`config.mk`:
```
export PLATFORM = sky130hd
export DESIGN_NAME = layer_pwr_seq
export DESIGN_NICKNAME = d
export VERILOG_FILES = /design/src/rtl/layer_pwr_seq.sv
export SDC_FILE = /design/constraint.sdc
export NUM_CORES = 1
export LEC_CHECK = 0
export CORE_ASPECT_RATIO = 2
export CORE_UTILIZATION = 38
export CTS_BUF_LIST = sky130_fd_sc_hd__clkbuf_8
export DETAILED_ROUTE_END_ITERATION = 7
export RECOVER_POWER = 25
export REMOVE_ABC_BUFFERS = 1
export SYNTH_ARGS = -nofsm -noshare
export SYNTH_HDL_FRONTEND = slang
export SYNTH_SLANG_ARGS = --single-unit
```
`constraint.sdc`:
```
create_clock -name CLK -period 2.45 [get_ports CLK]
set_input_delay 0.3675 -clock CLK [delete_from_list [all_inputs] [get_ports CLK]]
set_output_delay 0.3675 -clock CLK [all_outputs]
set_load 0.02 [all_outputs]
```
`src/rtl/layer_pwr_seq.sv`:
```
// Shared power sequencer for NUM_DOMAINS switchable domains; one wake or sleep sequence at a time.
// Optional build macro PWR_SEQ_INT_WAKE_EN adds INT_VECTOR as an extra wake source for INT_DOMAIN.
module layer_pwr_seq #(
  parameter int NUM_DOMAINS = 2,
  parameter int SEQ_DELAY   = 4,
  parameter int INT_DEPTH   = 13,
  parameter int INT_DOMAIN  = 0
) (
  input  logic                   CLK,
  input  logic                   RESET,
  input  logic [NUM_DOMAINS-1:0] WAKE_REQ,
  input  logic [NUM_DOMAINS-1:0] SLEEP_REQ,
`ifdef PWR_SEQ_INT_WAKE_EN
  input  logic [INT_DEPTH-1:0]   INT_VECTOR,
`endif
  output logic [NUM_DOMAINS-1:0] PWR_GATE,
  output logic [NUM_DOMAINS-1:0] CLK_HOLD,
  output logic [NUM_DOMAINS-1:0] RST_HOLD,
  output logic [NUM_DOMAINS-1:0] ISO,
  output logic [NUM_DOMAINS-1:0] DOMAIN_ON,
  output logic                   BUSY,
  output logic                   DONE,
  output logic [2:0]             DONE_ID
);

  localparam int CW = $clog2(SEQ_DELAY + 1);
  localparam logic [CW-1:0] LOAD = CW'(SEQ_DELAY - 1);

  if (INT_DOMAIN < 0 || INT_DOMAIN >= NUM_DOMAINS || INT_DEPTH < 1) begin : g_bad_cfg
    $error("layer_pwr_seq: INT_DOMAIN/INT_DEPTH out of range");
  end

  typedef enum logic [3:0] {
    IDLE, W_PWR, W_CLK, W_RST, W_ISO, S_ISO, S_RST, S_CLK, S_PWR
  } state_t;

  state_t                 state, state_nxt;
  logic [CW-1:0]          cnt, cnt_nxt;
  logic [NUM_DOMAINS-1:0] wake_eff, elig, sel_mask, cur_mask;
  logic                   sel_vld, sel_wake;
  logic [2:0]             sel_id;

  always_comb begin
    wake_eff = WAKE_REQ;
`ifdef PWR_SEQ_INT_WAKE_EN
    wake_eff[INT_DOMAIN] = WAKE_REQ[INT_DOMAIN] | (|INT_VECTOR);
`endif
    // A simultaneous wake request masks sleep, so an on domain asking for both stays put.
    elig = (wake_eff & ~DOMAIN_ON) | (SLEEP_REQ & ~wake_eff & DOMAIN_ON);
  end

  always_comb begin
    sel_vld  = 1'b0;
    sel_wake = 1'b0;
    sel_id   = 3'd0;
    sel_mask = '0;
    for (int i = NUM_DOMAINS - 1; i >= 0; i--) begin
      if (elig[i]) begin
        sel_vld     = 1'b1;
        sel_wake    = wake_eff[i];
        sel_id      = 3'(i);
        sel_mask    = '0;
        sel_mask[i] = 1'b1;
      end
    end
  end

  always_ff @(posedge CLK) begin
    if (RESET) begin
      state <= IDLE;
      cnt   <= '0;
    end else begin
      state <= state_nxt;
      cnt   <= cnt_nxt;
    end
  end

  always_comb begin
    state_nxt = state;
    cnt_nxt   = cnt;
    if (state == IDLE) begin
      if (sel_vld && !DONE) begin
        state_nxt = sel_wake ? W_PWR : S_ISO;
        cnt_nxt   = LOAD;
      end
    end else if (cnt != '0) begin
      cnt_nxt = cnt - 1'b1;
    end else begin
      cnt_nxt = LOAD;
      case (state)
        W_PWR:   state_nxt = W_CLK;
        W_CLK:   state_nxt = W_RST;
        W_RST:   state_nxt = W_ISO;
        S_ISO:   state_nxt = S_RST;
        S_RST:   state_nxt = S_CLK;
        S_CLK:   state_nxt = S_PWR;
        default: begin
          state_nxt = IDLE;
          cnt_nxt   = '0;
        end
      endcase
    end
  end

  assign BUSY = (state != IDLE);

  // Domain controls move only on the edge that enters a new state.
  always_ff @(posedge CLK) begin
    if (RESET) begin
      PWR_GATE  <= '1;
      CLK_HOLD  <= '1;
      RST_HOLD  <= '1;
      ISO       <= '1;
      DOMAIN_ON <= '0;
      DONE      <= 1'b0;
      DONE_ID   <= 3'd0;
      cur_mask  <= '0;
    end else begin
      DONE <= (state != IDLE) && (state_nxt == IDLE);
      if (state == IDLE && state_nxt != IDLE) begin
        cur_mask <= sel_mask;
        DONE_ID  <= sel_id;
      end
      if (state_nxt != state) begin
        case (state_nxt)
          W_PWR: PWR_GATE <= PWR_GATE & ~sel_mask;
          W_CLK: CLK_HOLD <= CLK_HOLD & ~cur_mask;
          W_RST: RST_HOLD <= RST_HOLD & ~cur_mask;
          W_ISO: ISO      <= ISO & ~cur_mask;
          S_ISO: begin
            ISO       <= ISO | sel_mask;
            DOMAIN_ON <= DOMAIN_ON & ~sel_mask;
          end
          S_RST: RST_HOLD <= RST_HOLD | cur_mask;
          S_CLK: CLK_HOLD <= CLK_HOLD | cur_mask;
          S_PWR: PWR_GATE <= PWR_GATE | cur_mask;
          default: if (state == W_ISO) DOMAIN_ON <= DOMAIN_ON | cur_mask;
        endcase
      end
    end
  end

endmodule

```
==> results of run 1 <==
## what timing repair did
action                                  in CTS  in global routing
gates resized for setup                      2                  4
buffers inserted                             1                  2
endpoints found under the setup margin       2                  7
pin swaps                                    2                  2
## cell families after synthesis
| family | count (synthesis) | share of synthesized area |
|---|---|---|
| AO/OA/AOI/OAI | 55 | 0.311 |
| XOR/XNOR | 3 | 0.0199 |
| adder cells (fa/ha/maj) | 2 | 0.0190 |
| buffers and inverters | 18 | 0.0682 |
| flip-flops | 20 | 0.303 |
| multiplexers | 1 | 0.00758 |
| other | 1 | 0.00284 |
| AND/OR/NAND/NOR | 61 | 0.268 |
## area by class of cell
| type | count | area [sq um] | share of cell area |
|---|---|---|---|
| flip-flops and latches | 20 | 402 | 0.232 |
| multi-input cells | 124 | 862 | 0.498 |
| inverters | 7 | 26.3 | 0.0152 |
| clock buffers | 3 | 41.3 | 0.0238 |
| well taps | 32 | 40.0 | 0.0231 |
| repair buffers | 38 | 330 | 0.191 |
| clock inverters | 1 | 30.0 | 0.0173 |
## synthesized netlist by cell type, types with 2 or more instances
library cell	count	area share
dfxtp_1	20	0.30
nor2_1	15	0.043
a21oi_1	13	0.049
o21ai_0	13	0.049
nand2_1	7	0.020
nor3_1	6	0.023
buf_4	5	0.028
inv_1	5	0.014
nand4_1	5	0.024
nand2b_1	4	0.019
nand3b_1	4	0.023
nor2b_1	4	0.019
a32o_1	3	0.023
a41oi_1	3	0.020
and3_1	3	0.014
buf_2	3	0.011
clkbuf_1	3	0.0085
o31ai_1	3	0.017
a221o_1	2	0.015
a32oi_1	2	0.013
and4_1	2	0.013
ha_1	2	0.019
nand3_1	2	0.0076
o2111ai_1	2	0.013
o211ai_1	2	0.011
o41ai_1	2	0.013
or2_2	2	0.0095
xnor2_1	2	0.013
## stage by stage
step / instance area, sq um / cells / setup slack (ns)
3_3_place_gp: 1610 / 218 / 0.0516
3_5_place_dp: 1610 / 218 / 0.00752
6_report: 1730 / 225 / 0.109
2_1_floorplan: 1260 / 151 / 0.172
4_1_cts: 1700 / 223 / 0.0532
5_1_grt: 1730 / 225 / 0.0222
## per-layer routing
metal	vias up	part of all wire	global-route usage
met5	-	0	0
met4	0	0.041	0.128
met3	15	0.045	0.0319
met2	48	0.53	0.385
met1	684	0.38	0.253
li1	682	-	-
## power by group
group          total (mW)  switching (mW)  internal, mW  leakage, nW
Clock               0.342           0.123         0.219       0.0357
Sequential          0.558           0.141         0.417        0.164
Combinational        1.59           0.873         0.722        0.490
Total                2.49            1.14          1.36        0.690
## worst reg2reg max path, cell delays in order (launching register included)
cell and delay (ns):
dfxtp_1 0.32, inv_1 0.14, ha_4 0.19, nand2b_4 0.08, a2111oi_4 0.46, o22ai_4 0.16, xnor2_1 0.19, or4b_1 0.51
o211ai_1 0.20
## cell usage in the layout, fill, tap and decap left out, types with 4 or more instances in the layout
| cell | netlist | final |
|---|---|---|
| buf_4 | 5 | 20 |
| dfxtp_1 | 20 | 19 |
| nor2_1 | 15 | 15 |
| o21ai_0 | 13 | 13 |
| a21oi_1 | 13 | 13 |
| clkdlybuf4s50_1 | 0 | 11 |
| nand2_1 | 7 | 7 |
| dlygate4sd3_1 | 0 | 7 |
| nor3_1 | 6 | 6 |
| inv_1 | 5 | 5 |
| nand4_1 | 5 | 5 |
| nand3b_1 | 4 | 4 |
## final timing paths
kind	endpoint	slack (ns)	depth (start not counted)	startpoint
worst max-delay path	PWR_GATE[1]$_SDFFE_PP1P_	0.11	8	cnt[0]$_SDFFE_PP0P_
worst min-delay path	PWR_GATE[0]$_SDFFE_PP1P_	0.52	2	PWR_GATE[0]$_SDFFE_PP1P_
worst max register to register	PWR_GATE[1]$_SDFFE_PP1P_	0.11	8	cnt[0]$_SDFFE_PP0P_
worst min register to register	PWR_GATE[0]$_SDFFE_PP1P_	0.52	2	PWR_GATE[0]$_SDFFE_PP1P_
==> flow_summary.toml, run 1 <==
[routing]
drt-total-wl_mm = 3.91
avgRoutedWirePerCell_microns = 17.4
post-route-drc-count = 1
vias = 1429
first_pass_iters = 6
ant_nets = 0
drtIter0Drc = 55
via_per_inst = 6.35

[synthesis]
synth-async-reset-ratio = 0
yosysSeqAreaShare = 0.303
netlist_instances = 161
avgSynthCellArea_sq_um = 8.20
ys_warn_count = 0
synth_edf_count = 0
ys.flop_type = "dfxtp_1"
syn_area_sq_um = 1320
synth_seq_cells = 20
ys_types = 50

[power_and_ir_drop]
leakage_nw = 0.690
p_total_mw = 2.49
ir_drop_v = 0.000885
p_per_area_nw_per_um2 = 1440

[critical_path]
cp.buffers_inverters = 1
cp-start-kind = "register"
required_ns = 2.64
critPathMaxStageDelay_ns = 0.51
path_cells = "inv_1 -> ha_4 -> nand2b_4 -> a2111oi_4 -> o22ai_4 -> xnor2_1 -> or4b_1 -> o211ai_1"
crit_fanout = 5
arrival_ns = 2.53
critPathKind = "reg -> reg"
slowest_stage = "or4b_1"
endpoint_kind = "register"
cp_top_family = "compound AO/OA/AOI/OAI gates"

[layout]
utilization = 0.518
drive_gt1_frac = 0.192
nets = 202
area_growth_syn_to_layout_pct = 31.2
fill_cells = 322
diodes = 0

[global_routing]
grt_pass1_vias = 1395
antenna_found_initial = 0
grt_max_degree = 13
overflow = 0
grt_use_total = 0.225
grt_pass1_wl_mm = 6.40

[die]
initial_core_util = 0.395
core_sq_um = 3340
rows = 30
die_y_microns = 85.4
die_area_sq_um = 3730
die_w_microns = 43.7
io_pins = 21

[cts]
cts_hold_buf = 0
htreeDepth = 1
worstSkewPairLatency_ns = 0.27
cts.sinks = 20
cts-buffers-inserted = 3
path_clk_slew_ns = 0.08
cts_tree = "built"
cts_max_path_buffers = 2
clockRootBuffer = "clkbuf_8"

[sta]
hold_viol_final = 0
final-setup-viol-count = 0
grt_setup_unrepaired = "no"
whs_ns = 0.524
fin_setup_tns_ns = 0
drv_slew = 0
fin_crit_sh = 0.955
max_freq_mhz = 427
skew_ns = 0.00470
period_minus_slack_ns = 2.34

[outcome]
violations = "design-rule violations"
status = "complete, but fails checks"

[place]
post-dp-hpwl_mm = 2.99
port_buffers = 18
place_congestion = 0.883

[job]
max-cap-violations = 0

[hold_path]
hold_path_class = "reg -> reg"
Power figures use the tool's default switching activity.
==> inputs of run 2 (changes only) <==
--- a/config.mk
+++ b/config.mk
@@ -9,6 +9,7 @@
 export CORE_UTILIZATION = 38
 export CTS_BUF_LIST = sky130_fd_sc_hd__clkbuf_8
 export DETAILED_ROUTE_END_ITERATION = 7
+export PLACE_DENSITY = 0.59
 export RECOVER_POWER = 25
 export REMOVE_ABC_BUFFERS = 1
 export SYNTH_ARGS = -nofsm -noshare
==> flow_summary.toml, run 2 (same netlist as run 1, synthesis figures left out) <==
[critical_path]
required_ns = 2.64
cp_num_cells = 8
critPathMaxStageDelay_ns = 0.52
rr_startpoint = "cnt[0]$_SDFFE_PP0P_"
cp_top_family = "compound AO/OA/AOI/OAI gates"
slowest_stage = "or4b_1"
arrival_ns = 2.53
cp-start-kind = "register"
endpoint_kind = "register"
r2r_cells = 8
critPathKind = "reg -> reg"
crit_fanout = 5
path_cells = "inv_1 -> ha_2 -> nand2b_4 -> a2111oi_4 -> o22ai_4 -> xnor2_1 -> or4b_1 -> o211ai_1"
r2r-end = "PWR_GATE[1]$_SDFFE_PP1P_"
r2r_setup_slack_ns = 0.11
cp.buffers_inverters = 1

[place]
post_dp_cell_area_sq_um = 1610
place_congestion = 0.884
post-dp-hpwl_mm = 3.02
port_buffers = 18

[layout]
layout_common_cells = "dfxtp_1 (19), buf_4 (19), nor2_1 (15)"
final_cell_area_sq_um = 1690
diodes = 0
multi_input_area_sq_um = 846
area_growth_syn_to_layout_pct = 28.2
drive_gt1_frac = 0.177
ff_latch_area_sq_um = 402
fill_cells = 341
nets = 201
utilization = 0.506

[power_and_ir_drop]
leakage_nw = 0.674
p_seq_frac = 0.233
swShare = 0.470
pwr-share-comb = 0.655
p_int_mw = 1.26
p_sw_mw = 1.12
p_per_area_nw_per_um2 = 1400
ir_drop_v = 0.000838
p_clk_frac = 0.112

[sta]
grt_setup_unrepaired = "no"
hold_viol_final = 0
skew_ns = 0.00239
drv_slew = 0
final-setup-viol-count = 0
fin_crit_sh = 0.953
period_minus_slack_ns = 2.34
max_freq_mhz = 428
tightest_slew_ns = 0.538
slew_headroom = 0.641
fin_setup_tns_ns = 0

[hold_path]
hold_path_class = "reg -> reg"
holdPathStages = 1

[routing]
drt-total-wl_mm = 3.93
first_pass_iters = 4
ant_nets = 0
post-route-drc-count = 0
vias = 1403
avgRoutedWirePerCell_microns = 17.5
drtIter0Drc = 68
via_per_inst = 6.26

[outcome]
status = "finished clean"

[cts]
worstSkewPairLatency_ns = 0.27
cts_max_path_buffers = 2
cts.sinks = 20
htreeDepth = 1
cts_hold_buf = 0
clockRootBuffer = "clkbuf_8"
path_clk_slew_ns = 0.08
cts-buffers-inserted = 3
cts_tree = "built"

[die]
rows = 30
die_area_sq_um = 3730
initial_core_util = 0.395
die_y_microns = 85.4
io_pins = 21
core_sq_um = 3340
die_w_microns = 43.7

[global_routing]
antenna_found_initial = 0
grt_pass1_wl_mm = 6.44
grt_max_degree = 12
overflow = 0
grt_pass1_vias = 1396
grt_use_total = 0.228

[job]
max-cap-violations = 0
[run 2: changes by cell type in the layout (fill, tap and decap cells not counted)]
cell | before | now
ha_2 | 0 | 1
clkbuf_8 | 3 | 4
o22ai_2 | 1 | 0
clkdlybuf4s50_1 | 11 | 13
bufinv_16 | 1 | 0
inv_1 | 5 | 6
dlygate4sd3_1 | 7 | 5
inv_2 | 1 | 0
ha_4 | 1 | 0
buf_4 | 20 | 19
o22ai_1 | 0 | 1
[run 2: how the worst max path moves through the flow]
stage                                           to           startpoint
after global placement    PWR_GATE[0]$_SDFFE_PP1P_          WAKE_REQ[0]
after floorplan           PWR_GATE[0]$_SDFFE_PP1P_  cnt[0]$_SDFFE_PP0P_
after global routing      PWR_GATE[1]$_SDFFE_PP1P_  cnt[0]$_SDFFE_PP0P_
final                     PWR_GATE[1]$_SDFFE_PP1P_  cnt[0]$_SDFFE_PP0P_
after detailed placement  PWR_GATE[1]$_SDFFE_PP1P_          WAKE_REQ[0]
after CTS                 PWR_GATE[1]$_SDFFE_PP1P_  cnt[0]$_SDFFE_PP0P_
[run 2: through the flow]
step | total power, mW | std cells | setup slack (ns) | hold WS (ns)
4_1_cts | 2.34 | 223 | 0.00468 | 0.504
3_5_place_dp | 2.03 | 218 | -0.0627 | 0.481
6_report | 2.37 | 224 | 0.114 | 0.497
3_3_place_gp | 2.01 | 218 | 0.0574 | 0.473
5_1_grt | 2.55 | 224 | 0.00307 | 0.513
2_1_floorplan | 1.45 | 151 | 0.172 | 0.437
[run 2: cell type report]
class	instances	area share
flip-flops and latches	20	0.237
well taps	32	0.0237
multi-input cells	124	0.500
repair buffers	37	0.191
inverters	7	0.0155
clock buffers	4	0.0325
[run 2: metal layers]
layer  routed length, microns  track usage  vias up  part of all wire
li1                         -            -      676                 -
met1                     1410        0.234      657              0.36
met2                     2170        0.400       55              0.55
met3                      184       0.0362       15             0.047
met4                      163        0.151        0             0.041
met5                        0            0        -                 0
[run 2: what timing repair did]
item / in CTS / in global routing
resized for setup: 1 / 3
endpoints found under the setup margin: 2 / 8
pin swaps: 2 / 2
buffers inserted: 1 / 1
hold endpoints to repair: 0 / 0
[run 2: power by group through the flow]
| stage | registers (mW) | logic, mW | clock network [mW] |
|---|---|---|---|
| 6_report | 0.553 | 1.55 | 0.267 |
| 3_5_place_dp | 0.557 | 1.47 | 0 |
| 5_1_grt | 0.570 | 1.70 | 0.285 |
| 4_1_cts | 0.551 | 1.52 | 0.268 |
| 3_3_place_gp | 0.556 | 1.46 | 0 |
| 2_1_floorplan | 0.580 | 0.868 | 0 |
